**src/rtl/regfile_pkg.sv**
```systemverilog
// Shared types and defaults for the multi-port register file.
package regfile_pkg;

    localparam int DEF_DATA_W = 32;
    localparam int DEF_DEPTH  = 32;
    localparam int DEF_N_RD   = 2;

    localparam int MAX_ADDR_W = 16;
    localparam int MAX_RD     = 4;

    typedef enum logic {
        RF_IDLE  = 1'b0,
        RF_CLEAR = 1'b1
    } rf_state_t;

    // Extract port p's address from a packed address bus, zero-extended to MAX_ADDR_W.
    function automatic logic [MAX_ADDR_W-1:0] ra_slice(
        input logic [MAX_RD*MAX_ADDR_W-1:0] ra,
        input int unsigned                  p,
        input int unsigned                  aw
    );
        return MAX_ADDR_W'(ra >> (p * aw)) & ({MAX_ADDR_W{1'b1}} >> (MAX_ADDR_W - aw));
    endfunction

endpackage

```
**src/rtl/regfile_clear_seq.sv**
```systemverilog
// Bulk-clear sequencer: zeroes one register per cycle for DEPTH cycles after CLR.
// CLR while busy is ignored; BUSY and the clear write controls are registered.
module regfile_clear_seq
    import regfile_pkg::*;
#(
    parameter int DEPTH  = DEF_DEPTH,
    parameter int ADDR_W = $clog2(DEPTH)
) (
    input  logic              CLK,
    input  logic              RST,
    input  logic              CLR,
    output logic              BUSY,
    output logic              clr_we,
    output logic [ADDR_W-1:0] clr_addr
);

    rf_state_t         state;
    logic [ADDR_W-1:0] cnt;

    always_ff @(posedge CLK or posedge RST) begin
        if (RST) begin
            state <= RF_IDLE;
            cnt   <= '0;
            BUSY  <= 1'b0;
        end else begin
            case (state)
                RF_IDLE: begin
                    if (CLR) begin
                        state <= RF_CLEAR;
                        cnt   <= '0;
                        BUSY  <= 1'b1;
                    end
                end
                RF_CLEAR: begin
                    if (cnt == ADDR_W'(DEPTH - 1)) begin
                        state <= RF_IDLE;
                        cnt   <= '0;
                        BUSY  <= 1'b0;
                    end else begin
                        cnt <= cnt + 1'b1;
                    end
                end
                default: state <= RF_IDLE;
            endcase
        end
    end

    assign clr_we   = (state == RF_CLEAR);
    assign clr_addr = cnt;

endmodule

```
**src/rtl/register_file_mp.sv**
```systemverilog
// Multi-read-port register file, 1-cycle registered reads, bulk clear stalls reads/writes while BUSY.
// Define REGFILE_BYPASS_EN for write-first forwarding; default build is read-before-write.
module register_file_mp
    import regfile_pkg::*;
#(
    parameter int DATA_W   = DEF_DATA_W,
    parameter int DEPTH    = DEF_DEPTH,
    parameter int N_RD     = DEF_N_RD,
    parameter int ZERO_REG = 1,
    parameter int ADDR_W   = $clog2(DEPTH)
) (
    input  logic                     CLK,
    input  logic                     RST,
    input  logic                     WE,
    input  logic [ADDR_W-1:0]        WA,
    input  logic [DATA_W-1:0]        WD,
    input  logic [N_RD-1:0]          RE,
    input  logic [N_RD*ADDR_W-1:0]   RA,
    output logic [N_RD*DATA_W-1:0]   RD,
    output logic [N_RD-1:0]          RVALID,
    input  logic                     CLR,
    output logic                     BUSY
);

    logic [DATA_W-1:0] mem [DEPTH];
    logic              clr_we;
    logic [ADDR_W-1:0] clr_addr;
    logic              wa_is_zero;
    logic [MAX_RD*MAX_ADDR_W-1:0] ra_pad;

    regfile_clear_seq #(
        .DEPTH  (DEPTH),
        .ADDR_W (ADDR_W)
    ) u_clear_seq (
        .CLK      (CLK),
        .RST      (RST),
        .CLR      (CLR),
        .BUSY     (BUSY),
        .clr_we   (clr_we),
        .clr_addr (clr_addr)
    );

    assign wa_is_zero = (ZERO_REG != 0) && (WA == '0);
    assign ra_pad     = {{(MAX_RD*MAX_ADDR_W - N_RD*ADDR_W){1'b0}}, RA};

    // The clear sweep owns the write port whenever it is active, so WE is dropped then.
    always_ff @(posedge CLK or posedge RST) begin
        if (RST) begin
            for (int i = 0; i < DEPTH; i++) mem[i] <= '0;
        end else if (clr_we) begin
            mem[clr_addr] <= '0;
        end else if (WE && !wa_is_zero) begin
            mem[WA] <= WD;
        end
    end

    for (genvar p = 0; p < N_RD; p++) begin : g_rd
        logic [ADDR_W-1:0] ra_p;
        logic [DATA_W-1:0] rd_val;
        logic [DATA_W-1:0] rd_q;
        logic              rvld_q;

        assign ra_p = ADDR_W'(ra_slice(ra_pad, p, ADDR_W));

        always_comb begin
            rd_val = mem[ra_p];
            if ((ZERO_REG != 0) && (ra_p == '0)) begin
                rd_val = '0;
            end
`ifdef REGFILE_BYPASS_EN
            else if (WE && (ra_p == WA)) begin
                rd_val = WD;
            end
`endif
        end

        always_ff @(posedge CLK or posedge RST) begin
            if (RST) begin
                rd_q   <= '0;
                rvld_q <= 1'b0;
            end else if (BUSY) begin
                rvld_q <= 1'b0;
            end else if (RE[p]) begin
                rd_q   <= rd_val;
                rvld_q <= 1'b1;
            end else begin
                rvld_q <= 1'b0;
            end
        end

        assign RD[p*DATA_W +: DATA_W] = rd_q;
        assign RVALID[p]              = rvld_q;
    end

endmodule

```
**config.mk**
```make
export PLATFORM = sky130hd
export DESIGN_NAME = register_file_mp
export DESIGN_NICKNAME = d
export VERILOG_FILES = /design/src/rtl/regfile_pkg.sv /design/src/rtl/regfile_clear_seq.sv /design/src/rtl/register_file_mp.sv
export SDC_FILE = /design/constraint.sdc
export NUM_CORES = 2
export LEC_CHECK = 0
export CORE_ASPECT_RATIO = 0.8
export CORE_MARGIN = 8
export CORE_UTILIZATION = 45
export DETAILED_ROUTE_END_ITERATION = 8
export PLACE_DENSITY_LB_ADDON = 0.12
export SLEW_MARGIN = 20
export SYNTH_ARGS = -nofsm -noshare
export SYNTH_HDL_FRONTEND = slang
export SYNTH_SLANG_ARGS = --single-unit
export TNS_END_PERCENT = 1
```
**constraint.sdc**
```tcl
create_clock -name CLK -period 36.6 [get_ports CLK]
set_input_delay 7.32 -clock CLK [delete_from_list [all_inputs] [get_ports CLK]]
set_output_delay 7.32 -clock CLK [all_outputs]
set_load 0.03 [all_outputs]
```
==> flow_summary_export.csv <==
group,metric,value,unit
run_status,run_status,"finished, final reports clean",
floorplan,chipWidth,411,um
timing,finalHoldViolCount,0,
synthesis,ys_seq_area_frac,0.490,
flow_run,timing.max_cap.violations,0,
placement,place.gp.congestion,0.814,
synthesis,synth_area_per_cell,13.3,um^2
setup_path,critical-path-top-delay-family,"buffers and inverters",
routing,remaining_drc_errors,0,
global_route,number_of_global_route_vias_before_repair,41300,
global_route,initial_antenna_violation_count,3,
synthesis,yosysTopAreaCellShare,0.490,
routing,drt_iter0_drc,5067,
timing,hold_slack,0.510,ns
pwr,power_density,60.9,nW/um^2
setup_path,worst-endpoint-arrival,13.24,ns
routing,routed_wirelength,222,mm
global_route,maximum_number_of_pins_on_one_net_before_global_route_repair,156,
floorplan,die_area,136000,um^2
routing,post_drt_wl_per_cell,37.9,um
cts,insertion_delay,0.75,ns
cells_and_area,nets,4153,
timing,clock_skew,0.0237,ns
cts,cts-hold-fix-buffers,0,
synthesis,async_reset_ff_frac,1.00,
setup_path,cp_common_cell,"sky130_fd_sc_hd__buf_4",
placement,dpl.hpwl,118,mm
global_route,grt_overflow,0,
routing,drtAntennaViolNets,0,
floorplan,num_rows,116,
setup_path,crit_path_cell_trace,"clkdlybuf4s50_1 -> clkinvlp_4 -> buf_4 -> buf_4 -> buf_4 -> buf_4 -> buf_4 -> buf_4",
cts,total_clock_buffers_created_by_cts,118,
floorplan,floorplan.die.height,332,um
pwr,power.ir.vdd_worst,0.0428,mV
placement,place_worst_setup_slack,23.10,ns
cts,tritoncts,"yes",
synthesis,netlist_top_cells_area,"sky130_fd_sc_hd__dfrtp_1 (49%), sky130_fd_sc_hd__a22o_1 (16%), sky130_fd_sc_hd__mux4_2 (12%)",
placement,portBuffers,119,
timing,timing.max_slew.rel_slack,0.267,
timing,grt_setup_unrepaired,"no",
setup_path,worst_path_max_delay_cell,"sky130_fd_sc_hd__buf_4",
timing,setup_viol,0,
timing,report.final.slew_viol_count,0,
timing,post-route-period-util,0.340,
setup_path,critPathKind,"input port to async pin",
floorplan,io_pins,120,
routing,post_drt_via_cell_ratio,7.17,
synthesis,post-synth-top-area-cell,"sky130_fd_sc_hd__dfrtp_1",
synthesis,number_of_cells_produced_by_synthesis,4210,
cts,clock_sinks,1097,
cells_and_area,final_layout_size_suffix_gt1_frac,0.269,
cts,cts.repair.resized,0,
cells_and_area,areaGrowthSynthToFinish,11.9,%
floorplan,design.core.area,124000,um^2
setup_path,critical_path.max_stage_delay,0.88,ns
global_route,grt_pass1_wl,317,mm
setup_path,path_max_fanout,74,
cts,ctsLongestPathBuffers,3,
routing,drt_pre_antenna_iters,5,
setup_path,worst-endpoint-required,37.38,ns
timing,max_freq,0.0802,GHz
global_route,globalRouteTotalUtil,0.319,
setup_path,critical_path.n_buffers_inverters,8,
pwr,p_leak,28.3,nW
synthesis,synthFlopType,"sky130_fd_sc_hd__dfrtp_1",
routing,vias,42000,
timing,timing.final.crit_period,12.46,ns
floorplan,start_util,0.451,
synthesis,syn-cell-area,56100,um^2
synthesis,synth.lib_cells_used.distinct,50,
synthesis,yosys_warnings,0,
cts,clockRootBuffer,"sky130_fd_sc_hd__clkbuf_16",
synthesis,syn_nets,4268,
setup_path,worstSetupEndpointType,"async pin",
hold_path,min-delay-path-class,"register to register",
timing,setup_ws,24.14,ns
cells_and_area,fillCellCount,10600,
cts,ctsHtreeMaxLevel,3,
setup_path,critical_path.startpoint_type,"input port",
placement,dpl-instance-area,58600,um^2
timing,worst-slew-pin-transition,1.09,ns
synthesis,ys_seq_elements,1097,
cells_and_area,finalInstanceArea,62700,um^2
synthesis,synth_edf_count,0,
timing,final.setup.tns,0,ns
cts,post-cts-setup-buffer-count,0,
cts,clk_pin_slew,0.06,ns
==> registers in the layout, summed over array words and instances, names as in the netlist <==
| name | flops |
|---|---|
| g_rd.rd_q | 64 |
| u_clear_seq.clr_we | 1 |
| u_clear_seq.BUSY | 1 |
| u_clear_seq.clr_addr | 5 |
| g_rd.rvld_q | 2 |
| mem | 1024 |
==> kinds of logic (layout without fill, tap and decap cells) <==
kind of cell / after synthesis / count (layout) / synth area share
multiplexers: 766 / 766 / 0.217
buffers and inverters: 523 / 512 / 0.0470
AND/OR/NAND/NOR: 467 / 467 / 0.0455
AO/OA/AOI/OAI: 1350 / 1350 / 0.199
other: 0 / 4 / 0
flip-flops: 1097 / 1097 / 0.490
adder cells (fa/ha/maj): 5 / 5 / 0.00112
XOR/XNOR: 2 / 2 / 0.000312
==> worst reg2reg max path, delay by kind of cell, from the launching register on <==
| kind | cells | cell delay [ns] |
|---|---|---|
| DFF | 1 | 0.55 |
| buffers and inverters | 2 | 1.22 |
| and+or+nand+nor | 2 | 1.33 |
| AOI/OAI and AO/OA | 2 | 0.65 |
==> synthesized netlist by cell type, types with 6 or more instances <==
master,count
sky130_fd_sc_hd__buf_6,26
sky130_fd_sc_hd__a211oi_1,60
sky130_fd_sc_hd__and2_1,36
sky130_fd_sc_hd__clkbuf_1,283
sky130_fd_sc_hd__mux4_2,307
sky130_fd_sc_hd__nand3_1,12
sky130_fd_sc_hd__nor4_1,62
sky130_fd_sc_hd__buf_2,152
sky130_fd_sc_hd__nor3_1,10
sky130_fd_sc_hd__inv_1,8
sky130_fd_sc_hd__nand4_1,8
sky130_fd_sc_hd__nor2_1,88
sky130_fd_sc_hd__a22o_1,1052
sky130_fd_sc_hd__mux2i_1,76
sky130_fd_sc_hd__buf_12,6
sky130_fd_sc_hd__dfrtp_1,1097
sky130_fd_sc_hd__a21oi_1,31
sky130_fd_sc_hd__nand2b_1,64
sky130_fd_sc_hd__o22ai_1,188
sky130_fd_sc_hd__mux4_1,13
sky130_fd_sc_hd__buf_4,38
sky130_fd_sc_hd__nor2_4,7
sky130_fd_sc_hd__nand2_1,79
sky130_fd_sc_hd__and3_1,65
sky130_fd_sc_hd__mux2_2,370
sky130_fd_sc_hd__nand3b_1,7
==> cell type report <==
class	count	area (um^2)	area share
tap	1652	2070	0.0330
clock buffer	184	3650	0.0581
multi-input combinational	2590	26600	0.424
sequential	1097	27500	0.438
clock inverter	40	455	0.00726
inverter	9	37.5	0.000598
antenna	4	10.0	0.000160
timing repair buffer	279	2460	0.0392
==> worst paths after layout <==
kind | cells past startpoint | from | slack (ns) | end
worst max-delay path | 8 | RST | 24.14 | mem[942]
worst min-delay path | 1 | mem[1019] | 0.51 | mem[1019]
worst max register to register | 6 | u_clear_seq.clr_we | 32.76 | mem[916]
worst min register to register | 1 | mem[1019] | 0.51 | mem[1019]
max in group CLK | 8 | RA[1] | 26.33 | g_rd[0].rd_q[5]
min in group asynchronous | 2 | RST | 7.12 | u_clear_seq.BUSY
==> routing by layer <==
metal	up-vias	share of wire	track usage
li1	16500	-	-
met1	22200	0.43	0.475
met2	2764	0.41	0.433
met3	484	0.12	0.104
met4	0	0.038	0.113
met5	-	0	0
==> cell usage in the layout, fill, tap and decap left out, drive strengths merged, types with 6 or more instances in the layout <==
cell type	n
a211oi	60
a21oi	31
a22o	1052
and2	36
and3	65
buf	166
bufinv	9
clkbuf	186
clkdlybuf4s50	111
clkinv	26
dfrtp	1097
inv	11
mux2	370
mux2i	76
mux4	320
nand2	79
nand2b	64
nand3	12
nand3b	7
nand4	8
nor2	99
nor3	10
nor4	62
o21ai	6
o22ai	188
==> report_power, final <==
part / internal, mW / switching, mW / total, mW / leakage (nW)
registers: 1.42 / 0.184 / 1.61 / 15.1
clock network: 0.745 / 0.529 / 1.27 / 2.04
logic: 0.419 / 0.520 / 0.939 / 11.1
==> through the flow <==
step	utilization	std cells	power (mW)
floorplan	-	4210	2.16
global placement	0.471	5626	2.53
detailed placement	0.471	5626	2.54
CTS	0.504	5850	3.82
global route	0.504	5852	3.95
finish	0.504	5855	3.82
No activity file was read; power rests on OpenSTA's default activity.
